[config.mk]
export PLATFORM = sky130hd
export DESIGN_NAME = pc_sequencer
export DESIGN_NICKNAME = d
export VERILOG_FILES = /design/src/rtl/pc_sequencer_pkg.sv /design/src/rtl/pc_sequencer_ras.sv /design/src/rtl/pc_sequencer.sv
export SDC_FILE = /design/constraint.sdc
export NUM_CORES = 1
export LEC_CHECK = 0
export CAP_MARGIN = 20
export CORE_MARGIN = 2
export CORE_UTILIZATION = 50
export CTS_CLUSTER_SIZE = 20
export DETAILED_ROUTE_END_ITERATION = 8
export PLACE_DENSITY_LB_ADDON = 0.25
export SYNTH_ARGS = -nofsm -noshare
export SYNTH_HDL_FRONTEND = slang
export SYNTH_HIERARCHICAL = 1
export SYNTH_SLANG_ARGS = --single-unit
[constraint.sdc]
create_clock -name CLK -period 5.2 [get_ports CLK]
set_input_delay 1.04 -clock CLK [delete_from_list [all_inputs] [get_ports CLK]]
set_output_delay 1.04 -clock CLK [all_outputs]
set_load 0.02 [all_outputs]
[src/rtl/pc_sequencer_pkg.sv]
// Shared definitions for the program-counter unit: next-PC select encoding and default sizes.
package pc_sequencer_pkg;

  typedef enum logic [1:0] {
    PC_SEL_SEQ = 2'b00,
    PC_SEL_BR  = 2'b01,
    PC_SEL_JMP = 2'b10,
    PC_SEL_JR  = 2'b11
  } pc_sel_e;

  localparam int DEF_PC_WIDTH    = 32;
  localparam int DEF_IMM_WIDTH   = 16;
  localparam int DEF_JADDR_WIDTH = 26;
  localparam int DEF_RAS_DEPTH   = 8;

endpackage

[src/rtl/pc_sequencer_ras.sv]
// Circular return-address stack: top pointer plus occupancy count, sticky overflow/underflow flag.
module pc_ras #(
  parameter int PC_WIDTH  = 32,
  parameter int RAS_DEPTH = 8
) (
  input  logic                CLK,
  input  logic                RST,
  input  logic                EN,
  input  logic                PUSH,
  input  logic                POP,
  input  logic [PC_WIDTH-1:0] WDATA,
  output logic [PC_WIDTH-1:0] TOP,
  output logic                EMPTY,
  output logic                FULL,
  output logic                ERR
);

  localparam int PTR_W = $clog2(RAS_DEPTH);

  logic [PTR_W-1:0]    r_ptr;
  logic [PTR_W:0]      r_count;
  logic                r_err;
  logic [PC_WIDTH-1:0] r_mem [RAS_DEPTH];

  logic                w_empty;
  logic                w_full;
  logic                w_replace;
  logic                w_push;
  logic                w_wr;
  logic [PTR_W-1:0]    w_waddr;

  assign w_empty   = (r_count == '0);
  assign w_full    = (r_count == (PTR_W+1)'(RAS_DEPTH));
  // Simultaneous push/pop on a non-empty stack swaps the top in place.
  assign w_replace = EN && PUSH && POP && !w_empty;
  assign w_push    = EN && PUSH && !w_replace;
  assign w_wr      = w_replace || w_push;
  assign w_waddr   = w_replace ? r_ptr : r_ptr + 1'b1;

  always_ff @(posedge CLK) begin
    if (RST) begin
      r_ptr   <= '0;
      r_count <= '0;
      r_err   <= 1'b0;
    end else if (w_push) begin
      r_ptr <= r_ptr + 1'b1;
      if (!w_full) r_count <= r_count + 1'b1;
      if (w_full || POP) r_err <= 1'b1;
    end else if (EN && POP && !PUSH) begin
      if (w_empty) begin
        r_err <= 1'b1;
      end else begin
        r_ptr   <= r_ptr - 1'b1;
        r_count <= r_count - 1'b1;
      end
    end
  end

  // NOTE: entry storage has no reset; contents only matter once the count says they are valid.
  always_ff @(posedge CLK) begin
    if (w_wr) r_mem[w_waddr] <= WDATA;
  end

  assign TOP   = r_mem[r_ptr];
  assign EMPTY = w_empty;
  assign FULL  = w_full;
  assign ERR   = r_err;

endmodule

[src/rtl/pc_sequencer.sv]
// Program-counter unit: holds PC, selects sequential/branch/jump/register/return targets.
module pc_sequencer
  import pc_sequencer_pkg::*;
#(
  parameter int                     PC_WIDTH    = DEF_PC_WIDTH,
  parameter int                     IMM_WIDTH   = DEF_IMM_WIDTH,
  parameter int                     JADDR_WIDTH = DEF_JADDR_WIDTH,
  parameter logic [PC_WIDTH-1:0]    RESET_PC    = 32'h0000_1000,
  parameter int                     RAS_DEPTH   = DEF_RAS_DEPTH
) (
  input  logic                   CLK,
  input  logic                   RST,
  input  logic                   PC_LOAD,
  input  logic [1:0]             PC_SEL,
  input  logic                   BR_TAKEN,
  input  logic [IMM_WIDTH-1:0]   IMM,
  input  logic [JADDR_WIDTH-1:0] JADDR,
  input  logic [PC_WIDTH-1:0]    RJ_ADDR,
  input  logic                   PUSH,
  input  logic                   POP,
  output logic [PC_WIDTH-1:0]    PC,
  output logic [PC_WIDTH-1:0]    PC_PLUS_ONE,
  output logic                   RAS_EMPTY,
  output logic                   RAS_FULL,
  output logic                   RAS_ERR
);

  logic [PC_WIDTH-1:0] r_pc;
  logic [PC_WIDTH-1:0] w_pc_plus_one;
  logic [PC_WIDTH-1:0] w_br_target;
  logic [PC_WIDTH-1:0] w_ras_top;
  logic [PC_WIDTH-1:0] w_next_pc;
  logic                w_ras_empty;

  assign w_pc_plus_one = r_pc + 1'b1;
  assign w_br_target   = w_pc_plus_one + {{(PC_WIDTH-IMM_WIDTH){IMM[IMM_WIDTH-1]}}, IMM};

  // NOTE: every path assigns w_next_pc via the leading default, so no latch is inferred.
  always_comb begin
    w_next_pc = w_pc_plus_one;
    if (POP && !w_ras_empty) begin
      w_next_pc = w_ras_top;
    end else begin
      unique case (pc_sel_e'(PC_SEL))
        PC_SEL_SEQ: w_next_pc = w_pc_plus_one;
        PC_SEL_BR:  w_next_pc = BR_TAKEN ? w_br_target : w_pc_plus_one;
        PC_SEL_JMP: w_next_pc = {{(PC_WIDTH-JADDR_WIDTH){1'b0}}, JADDR};
        PC_SEL_JR:  w_next_pc = RJ_ADDR;
      endcase
    end
  end

  // NOTE: sequential state uses non-blocking assignment so all registers update together.
  always_ff @(posedge CLK) begin
    if (RST)          r_pc <= RESET_PC;
    else if (PC_LOAD) r_pc <= w_next_pc;
  end

  pc_ras #(
    .PC_WIDTH  (PC_WIDTH),
    .RAS_DEPTH (RAS_DEPTH)
  ) u_ras (
    .CLK   (CLK),
    .RST   (RST),
    .EN    (PC_LOAD),
    .PUSH  (PUSH),
    .POP   (POP),
    .WDATA (w_pc_plus_one),
    .TOP   (w_ras_top),
    .EMPTY (w_ras_empty),
    .FULL  (RAS_FULL),
    .ERR   (RAS_ERR)
  );

  assign PC          = r_pc;
  assign PC_PLUS_ONE = w_pc_plus_one;
  assign RAS_EMPTY   = w_ras_empty;

endmodule

==> run_results.csv, run 1 <==
group,metric,value,unit
routing,drt-total-wl,44.46,mm
critical_path,critical_path.max_fanout,11,
finish,area.growth.synth_to_final,22.49,%
critical_path,reg2reg_slack,0.71,ns
synthesis,post_synthesis_share_of_cell_area_spent_on_full_adders_half_adders_and_majority_gates,3.547,%
critical_path,capturing_element_type_of_the_critical_path,"output port",
synthesis,postSynth.topFlopCell,"edfxtp_1",
sta,final-max-slew-violation-count,0,
synthesis,synth.area.mux_share,13.26,%
finish,finish.net_count,1476,
clocking,tritoncts,"built",
synthesis,syn_inst,1180,
synthesis,yosys.area_share.simple,9.363,%
power_and_ir_drop,power_density,385.0,nW/um^2
synthesis,yosys_warnings,6,
finish,final.fill_count,2326,
clocking,cts-htree-levels,2,
hold_path,holdCritPathClass,"register to register",
synthesis,asyncSetResetFlopFracSynth,0,%
sta,max_freq,219.1,MHz
sta,setup_violations,0,
global_routing,grt_overflow,0,
die,fp-row-count,64,
sta,report.final.hold_viol_count,0,
synthesis,mean_post_synth_cell_area,13.03,sq um
routing,drt_pass1_iterations,7,
die,die_area,32180,sq um
die,initial_core_util,50.55,%
synthesis,synth_top_family_by_area,"multiplexers",
hold_path,whs_endpoint,"u_ras/ERR$_SDFFE_PP0P_",
synthesis,post_synth_xor_area_fraction,2.782,%
sta,totalNegativeSetupSlack,0,ns
critical_path,timing.reg2reg.worst_path_depth,15,
routing,route.detailed.drc,0,
clocking,ctsResizeCount,0,
global_routing,maximum_number_of_pins_on_one_net_before_global_route_repair,64,
routing,viasPerCell,6.356,
sta,max_slew.worst_pin.slew,1.098,ns
clocking,worstSkewPairLatency,0.52,ns
synthesis,postSynthNetCount,1305,
die,fp.dieH,179.4,microns
critical_path,cp-start-kind,"register",
sta,fin_crit_sh,87.76,%
die,die-width,179.4,microns
clocking,clock_tree.buffer_depth,3,
synthesis,complex_gate_fraction_of_the_synthesized_area,12.89,%
critical_path,critPathArrivalTime,3.52,ns
die,core_ar,30430,sq um
synthesis,yosysSeqAreaShare,55.58,%
clocking,numCtsBuffers,34,
die,io-pin-count,149,
sta,grt_setup_unrepaired,"false",
global_routing,grt_use_total,28.13,%
clocking,number_of_sinks_on_the_clock_net,299,
synthesis,postSynthRegisterBits,299,
routing,detail_route.wl_per_cell,25.08,microns
power_and_ir_drop,irDropWorstVdd,0.2778,mV
power_and_ir_drop,p_leak,0.006480,uW
critical_path,timing.setup.critical_path_class,"register to output port",
run_status,outcome,"complete, no violations",
sta,worst_clock_skew,0.01633,ns
finish,mostFrequentLayoutCell,"edfxtp_1",
run,max_cap_violations,0,
synthesis,synth.distinct_cells,83,
critical_path,source_of_the_worst_register_to_register_timing_path,"PC[0]$_SDFFE_PP0P_",
sta,final_period_minus_worst_setup_slack,4.563,ns
global_routing,first_global_vias,11080,
finish,drive_above_1_share,17.86,%
clocking,cts.clk_slew.worst_paths,0.06,ns
place,numPortBuffers,148,
place,final_weighted_congestion_of_routability_driven_global_placement,0.9151,
routing,drt.antenna.violating_nets,0,
clocking,cts_hold_repair.buffers,0,
routing,drt_first_iter_violations,1003,
finish,leading_cell_types_in_the_layout_fill_and_taps_excluded,"edfxtp_1, clkdlybuf4s50_1, a21oi_1",
sta,max_slew_margin,26.53,%
global_routing,grt_antenna_before_repair,0,
hold_path,whs_path_depth,2,
clocking,clockRootBuffer,"clkbuf_16",
global_routing,grt_first_pass_wirelength,66.90,mm
power_and_ir_drop,finalPower,7254,uW
place,detailed_place_hpwl,30.14,mm
finish,diodes,0,
critical_path,crit-reg2reg-capture,"PC[27]$_SDFFE_PP0P_",
hold_path,worstHoldStart,"u_ras/ERR$_SDFFE_PP0P_",
critical_path,cp_data_required_time,4.16,ns
synthesis,synth_enable_flop_cells,256,
clocking,post-cts-setup-buffers,0,
synthesis,synth.cell_area,15380,sq um
routing,vias,11270,
-- area by class of cell --
type	instances	area, sq um	area share [%]
flip-flops and latches	299	8553	45.40
clock buffers	43	958.4	5.087
clock inverters	19	281.5	1.494
inverters	31	116.4	0.6176
well taps	396	495.5	2.630
repair buffers	198	1937	10.28
multi-input cells	787	6499	34.49
-- report_power, final --
part / internal, uW / total, uW / switching, uW
clock network: 1660 / 2640 / 982
logic: 749 / 1680 / 927
registers: 2800 / 2940 / 141
total: 5200 / 7250 / 2050
-- state kept, by name, summed over array words and instances, names as in the netlist, named ones only --
register and flops:
u_ras/r_mem 256, PC 32, u_ras/r_count 4, u_ras/r_ptr 3
u_ras/ERR 1
-- logic make-up after synthesis --
logic type | Yosys count
AOI/OAI and AO/OA | 293
adders and majority gates | 43
DFF | 299
muxes | 114
xor gates and xnor gates | 48
and+or+nand+nor | 289
buffers and inverters | 94
-- per-stage QoR --
| step | setup WS [ns] | util (%) | instances | cell area [sq um] | hold slack (ns) |
|---|---|---|---|---|---|
| after floorplan | 0.8880 | - | 1180 | 15380 | 0.5138 |
| after global placement | 0.9102 | 57.84 | 1711 | 17600 | 0.4362 |
| after detailed placement | 0.8608 | 57.84 | 1711 | 17600 | 0.4429 |
| after CTS | 0.6328 | 61.92 | 1773 | 18840 | 0.4514 |
| after global routing | 0.4185 | 61.92 | 1773 | 18840 | 0.4782 |
| final | 0.6366 | 61.92 | 1773 | 18840 | 0.4474 |
-- metal layers --
metal	up-vias	wire length, microns	part of all wire [%]	track usage, %
li1	4996	-	-	-
met1	5584	18640	42	40.23
met2	595	20460	46	44.30
met3	94	4009	9.0	4.557
met4	0	1354	3.0	9.106
met5	-	0	0	0
-- synth_stat cells, types with 5 or more instances --
cell type	instances	area share, %
a211oi_1	22	1.1
a21o_1	21	1.0
a21oi_1	78	2.5
a221o_1	8	0.52
a221oi_1	7	0.40
a311oi_1	8	0.46
a31oi_1	14	0.57
and2_1	9	0.37
and3_1	16	0.65
buf_1	8	0.20
buf_2	17	0.55
clkbuf_1	35	0.85
dfxtp_1	43	5.6
edfxtp_1	256	50
ha_1	42	3.4
inv_1	30	0.73
mux2_2	37	2.7
mux2i_1	8	0.52
mux4_2	68	10
nand2_1	66	1.6
nand2b_1	11	0.45
nand3_1	30	0.98
nand4_1	15	0.61
nor2_1	82	2.0
nor2b_1	13	0.53
nor3_1	11	0.36
o211ai_1	8	0.39
o21a_1	6	0.29
o21ai_0	53	1.7
o21ai_1	5	0.16
o21bai_1	6	0.29
o22ai_1	5	0.20
o31ai_1	5	0.24
o32ai_1	6	0.34
or3_1	14	0.57
xnor2_1	30	1.7
xor2_1	17	0.97
-- how the worst max path moves through the flow --
stage | start | end | slack, ns
CTS | PC[0]$_SDFFE_PP0P_ | PC_PLUS_ONE[26] | 0.63
floorplan | PC[0]$_SDFFE_PP0P_ | PC[27]$_SDFFE_PP0P_ | 0.89
detailed placement | PC[0]$_SDFFE_PP0P_ | PC[27]$_SDFFE_PP0P_ | 0.86
global route | PC[0]$_SDFFE_PP0P_ | PC_PLUS_ONE[26] | 0.42
global placement | PC[0]$_SDFFE_PP0P_ | PC[27]$_SDFFE_PP0P_ | 0.91
finish | PC[11]$_SDFFE_PP0P_ | PC_PLUS_ONE[26] | 0.64
-- critical path: stages, from the launching register on --
cell	delay, ns
dfxtp_1	0.47
nand4_1	0.20
nor4_2	0.31
buf_4	0.27
nand4_1	0.14
xnor2_1	0.83
clkdlybuf4s50_1	0.78
Power figures use the tool's default switching activity.
==> run 2: changes to the inputs <==
- PLACE_DENSITY_LB_ADDON: 0.25 -> 0.08
==> run_results.csv, run 2 (synthesized netlist as in run 1, its figures left out) <==
group,metric,value,unit
power_and_ir_drop,p_leak,0.006371,uW
critical_path,crit-reg2reg-capture,"PC[27]$_SDFFE_PP0P_",
run_status,outcome,"complete, no violations",
run,max_cap_violations,0,
clocking,clockRootBuffer,"clkbuf_16",
routing,highest_layer_used_for_signal_routing,"met4",
critical_path,cp-start-kind,"register",
routing,drt_pass1_iterations,5,
clocking,clock_tree.buffer_depth,3,
sta,setup_violations,0,
place,numPlacedInstances,1714,
place,numPortBuffers,148,
power_and_ir_drop,finalPower,6798,uW
clocking,ctsResizeCount,0,
critical_path,critical_path.max_fanout,9,
sta,final-max-slew-violation-count,0,
power_and_ir_drop,power_density,366.1,nW/um^2
finish,drive_above_1_share,17.88,%
routing,drt-met1-wl,18.96,mm
clocking,cts_hold_repair.buffers,0,
global_routing,first_global_vias,10850,
routing,viasPerCell,6.248,
finish,diodes,0,
global_routing,grt_overflow,0,
critical_path,timing.reg2reg.worst_path_depth,15,
routing,detail_route.wl_per_cell,25.12,microns
finish,area.growth.synth_to_final,20.73,%
sta,fin_crit_sh,89.50,%
die,io-pin-count,149,
sta,worst_clock_skew,0.01685,ns
sta,max_freq,214.9,MHz
critical_path,source_of_the_worst_register_to_register_timing_path,"PC[0]$_SDFFE_PP0P_",
routing,drt_first_iter_violations,947,
sta,max_slew_margin,25.35,%
clocking,cts.clk_slew.worst_paths,0.06,ns
die,core_ar,30430,sq um
sta,final_period_minus_worst_setup_slack,4.654,ns
routing,drt-total-wl,44.51,mm
critical_path,reg2reg_slack,0.93,ns
hold_path,whs_path_depth,2,
clocking,post-cts-setup-buffers,0,
finish,final_cells,1772,
global_routing,grt_antenna_before_repair,0,
routing,drt.antenna.violating_nets,0,
critical_path,cp_data_required_time,4.16,ns
clocking,worstSkewPairLatency,0.57,ns
finish,largest_reg_flops,256,
clocking,numCtsBuffers,31,
finish,max_flop_register,"u_ras/r_mem",
sta,grt_setup_unrepaired,"false",
critical_path,timing.setup.critical_path_class,"register to output port",
place,detailed_place_hpwl,29.83,mm
die,die-width,179.4,microns
finish,finish.net_count,1476,
clocking,tritoncts,"built",
critical_path,capturing_element_type_of_the_critical_path,"output port",
clocking,number_of_sinks_on_the_clock_net,299,
sta,holdWs,0.4520,ns
routing,route.detailed.drc,0,
routing,routed-wl-met3,3.149,mm
finish,leading_cell_types_in_the_layout_fill_and_taps_excluded,"edfxtp_1, clkdlybuf4s50_1, a21oi_1",
global_routing,grt_first_pass_wirelength,66.01,mm
routing,vias,11070,
sta,totalNegativeSetupSlack,0,ns
die,fp-row-count,64,
hold_path,holdCritPathClass,"register to register",
sta,max_slew.worst_pin.slew,1.116,ns
place,final_weighted_congestion_of_routability_driven_global_placement,0.9703,
hold_path,whs_endpoint,"u_ras/ERR$_SDFFE_PP0P_",
critical_path,critPathArrivalTime,3.61,ns
die,fp.dieH,179.4,microns
power_and_ir_drop,irDropWorstVdd,0.2603,mV
clocking,cts-htree-levels,1,
die,die_area,32180,sq um
hold_path,worstHoldStart,"u_ras/ERR$_SDFFE_PP0P_",
die,initial_core_util,50.55,%
global_routing,grt_use_total,27.94,%
finish,final.fill_count,2447,
finish,mostFrequentLayoutCell,"edfxtp_1",
routing,route.met2.wl,20.90,mm
global_routing,maximum_number_of_pins_on_one_net_before_global_route_repair,46,
sta,report.final.hold_viol_count,0,
## run 2: cell count changes in the layout (fill, tap and decap cells not counted)
cell        before  now
buf_4           42   50
inv_6            0    1
buf_12           8    3
clkbuf_8         1    4
clkbuf_16       37   31
dfxtp_2          1    2
bufinv_16        7    2
clkinv_1         5    6
dfxtp_1         41   40
clkinv_2         3    5
clkbuf_1         5    4
clkinvlp_4       2    3
## run 2: layout make-up
type | count | area (sq um) | area share [%]
clock buffer | 39 | 845.8 | 4.555
timing repair buffer | 201 | 1897 | 10.21
inverter | 31 | 116.4 | 0.6266
sequential | 299 | 8554 | 46.07
tap | 396 | 495.5 | 2.668
multi-input combinational | 787 | 6499 | 35.00
clock inverter | 19 | 161.4 | 0.8692
## run 2: per-stage QoR
stage | setup slack (ns) | utilization, % | instance area, sq um
4_1_cts | 0.5402 | 61.02 | 18570
2_1_floorplan | 0.8880 | - | 15380
3_3_place_gp | 1.064 | 57.71 | 17560
3_5_place_dp | 0.9822 | 57.71 | 17560
5_1_grt | 0.4499 | 61.02 | 18570
6_report | 0.5461 | 61.02 | 18570
## run 2: routing by layer
layer  GRT usage [%]  vias to the layer above
met3           4.768                       94
met1           38.88                     5568
met2           44.67                      412
met4           9.745                        0
li1                -                     4998
met5               0                        -
## run 2: how the worst max path moves through the flow
stage | startpoint | end | slack (ns) | cells past startpoint
finish | PC[2]$_SDFFE_PP0P_ | PC_PLUS_ONE[31] | 0.55 | 7
global route | PC[11]$_SDFFE_PP0P_ | PC_PLUS_ONE[31] | 0.45 | 8
CTS | PC[11]$_SDFFE_PP0P_ | PC_PLUS_ONE[31] | 0.54 | 8
detailed placement | IMM[0] | PC[24]$_SDFFE_PP0P_ | 0.98 | 12
global placement | IMM[0] | PC[24]$_SDFFE_PP0P_ | 1.06 | 12
floorplan | PC[0]$_SDFFE_PP0P_ | PC[27]$_SDFFE_PP0P_ | 0.89 | 15
## run 2: worst max-delay path, cell delays in order, from the launching register on
cell,delay (ns)
dfxtp_1,0.43
nand4_1,0.27
nor2_2,0.55
nand3_2,0.27
nor3_1,0.42
xnor2_1,0.20
inv_1,0.24
clkdlybuf4s50_1,0.65
## run 2: power breakdown
group / total, uW / internal (uW) / switching (uW)
Combinational: 1670 / 751 / 918
Clock: 2190 / 1250 / 936
Sequential: 2940 / 2800 / 146
==> RTL change: new RTL, settings of run 1 <==
The package constant `DEF_IMM_WIDTH` goes from 16 to 32.
--- a/src/rtl/pc_sequencer_pkg.sv
+++ b/src/rtl/pc_sequencer_pkg.sv
@@ -9,7 +9,7 @@
   } pc_sel_e;
 
   localparam int DEF_PC_WIDTH    = 32;
-  localparam int DEF_IMM_WIDTH   = 16;
+  localparam int DEF_IMM_WIDTH   = 32;
   localparam int DEF_JADDR_WIDTH = 26;
   localparam int DEF_RAS_DEPTH   = 8;
 
Interface: changed (resized IMM); port bits go from 149 to 165. The function was not compared with the original's and may differ.
==> RTL change against run 1 <==
  * Sequential cell count is the same
  * Critical path depth grew 2
  * Clock power shrank 11%
  * Routed wire length decreased by 4.0%
  * Worst hold slack gained 0.015 ns
  * Synthesized area fell by 0.99%
  * Worst setup slack got worse by 0.18 ns
  * Final area decreased by 1.0%
  * Power decreased by 3.6%
==> RTL change: results (changes against run 1) <==
Synthesis
  • Net count of the mapped netlist: 1272 (was 1305)
  • Top cells by count, synth: sky130_fd_sc_hd__edfxtp_1 (256), sky130_fd_sc_hd__nor2_1 (87), sky130_fd_sc_hd__nand2_1 (77) (was sky130_fd_sc_hd__edfxtp_1 (256), sky130_fd_sc_hd__nor2_1 (82), sky130_fd_sc_hd__a21oi_1 (78))
  • Register area share after synthesis: 56.1% (was 55.6%)
  • Cell types with the largest area share after synthesis: sky130_fd_sc_hd__edfxtp_1 (50%), sky130_fd_sc_hd__mux4_2 (10%), sky130_fd_sc_hd__dfxtp_1 (5.7%) (was sky130_fd_sc_hd__edfxtp_1 (50%), sky130_fd_sc_hd__mux4_2 (10%), sky130_fd_sc_hd__dfxtp_1 (5.6%))
  • Library cells used by synthesis: 91 (was 83)

Cells and area
  • Final nets: 1459 (was 1476)
  • Register with the highest flop count: u_ras/r_mem (unchanged)
  • Final standard cell count with taps included and fillers excluded: 1733 (was 1773)

Route
  • Wire length per cell after detailed routing: 24.6 um (was 25.1 um)
  • Via count: 11000 (was 11300)
  • WL met2: 20300 um (was 20500 um)
  • Routed length on met3: 3700 um (was 4010 um)
  • Number of DRC violations after detailed-routing iteration 0: 1152 (was 1003)
  • Highest Signal Layer: met4 (unchanged)
  • Routed metal-1 wirelength: 17600 um (was 18600 um)
  • Number of optimization iterations in the first detailed-route pass: 6 (was 7)

Critical path
  • Worst EP arrival: 3.70 ns (was 3.52 ns)
  • CP peak stage delay: 0.74 ns (was 0.83 ns)
  • Worst-path maximum fanout: 12 (was 11)
  • Crit-path slowest cell: sky130_fd_sc_hd__clkdlybuf4s50_1 (was sky130_fd_sc_hd__xnor2_1)

Power
  • Static leakage: 6.51 nW (was 6.48 nW)

Clock network
  • Root buffer selected by CTS: sky130_fd_sc_hd__clkbuf_16 (unchanged)

Place
  • Count of buffers inserted at the top-level ports: 164 (was 148)
  • Post-Place Setup Slack: 0.633 ns (was 0.861 ns)
  • Placed inst area: 0.0175 mm^2 (was 0.0176 mm^2)

GRT
  • Vias in the first global route: 10600 (was 11100)
  • Global routing usage on met1: 37.7% (was 40.2%)
  • Met3 Track Usage GR: 4.62% (was 4.56%)
  • Met2 demand-to-capacity share in global routing: 43.6% (was 44.3%)
  • Largest net degree at the start of global routing: 45 (was 64)
  • All-Layer GR Usage: 27.0% (was 28.1%)

Outcome
  • Status: finished, final reports clean (unchanged)

STA
  • Worst Skew: 0.0213 ns (was 0.0163 ns)
  • Worst-margin pin slew: 1.09 ns (was 1.10 ns)
[RTL change: cell types whose count changed in the layout (fill, tap and decap cells not counted), moves of 6 or more]
cell,before,now
sky130_fd_sc_hd__or3_1,14,8
sky130_fd_sc_hd__inv_1,30,19
sky130_fd_sc_hd__xor2_1,17,24
sky130_fd_sc_hd__nor2b_1,12,6
sky130_fd_sc_hd__o21bai_1,6,0
sky130_fd_sc_hd__nand4_1,15,5
sky130_fd_sc_hd__nand3_1,30,17
sky130_fd_sc_hd__nand2_1,66,77
sky130_fd_sc_hd__clkdlybuf4s50_1,144,160
sky130_fd_sc_hd__a31oi_1,14,3
sky130_fd_sc_hd__a211oi_1,22,14
[RTL change: final cells by class]
class	instances	area, um^2	area share [%]
tap	390	488	2.62
clock inverter	19	188	1.01
multi-input combinational	751	6390	34.3
clock buffer	42	922	4.94
inverter	21	78.8	0.423
timing repair buffer	211	2020	10.9
sequential	299	8550	45.9
[RTL change: path summary, 6_finish.rpt]
path	slack [ns]	cells after the start	from	end
worst max-delay path	0.46	8	PC[0]	PC_PLUS_ONE[28]
worst min-delay path	0.46	2	u_ras/ERR	u_ras/ERR
worst max register to register	0.59	18	PC[0]	PC[25]
worst min register to register	0.46	2	u_ras/ERR	u_ras/ERR
[RTL change: where the power goes]
group	internal (mW)	leakage, nW	switching (mW)
sequential	2.80	2.71	0.146
clock	1.42	0.531	0.947
combinational	0.761	3.28	0.922
total	4.98	6.51	2.02
[RTL change: cell families after synthesis]
kind of cell | share of synthesized area (%)
multiplexers | 13.8
adder cells (fa/ha/maj) | 3.58
flip-flops | 56.1
XOR/XNOR | 3.48
AND/OR/NAND/NOR | 8.82
buffers and inverters | 2.28
AO/OA/AOI/OAI | 11.9
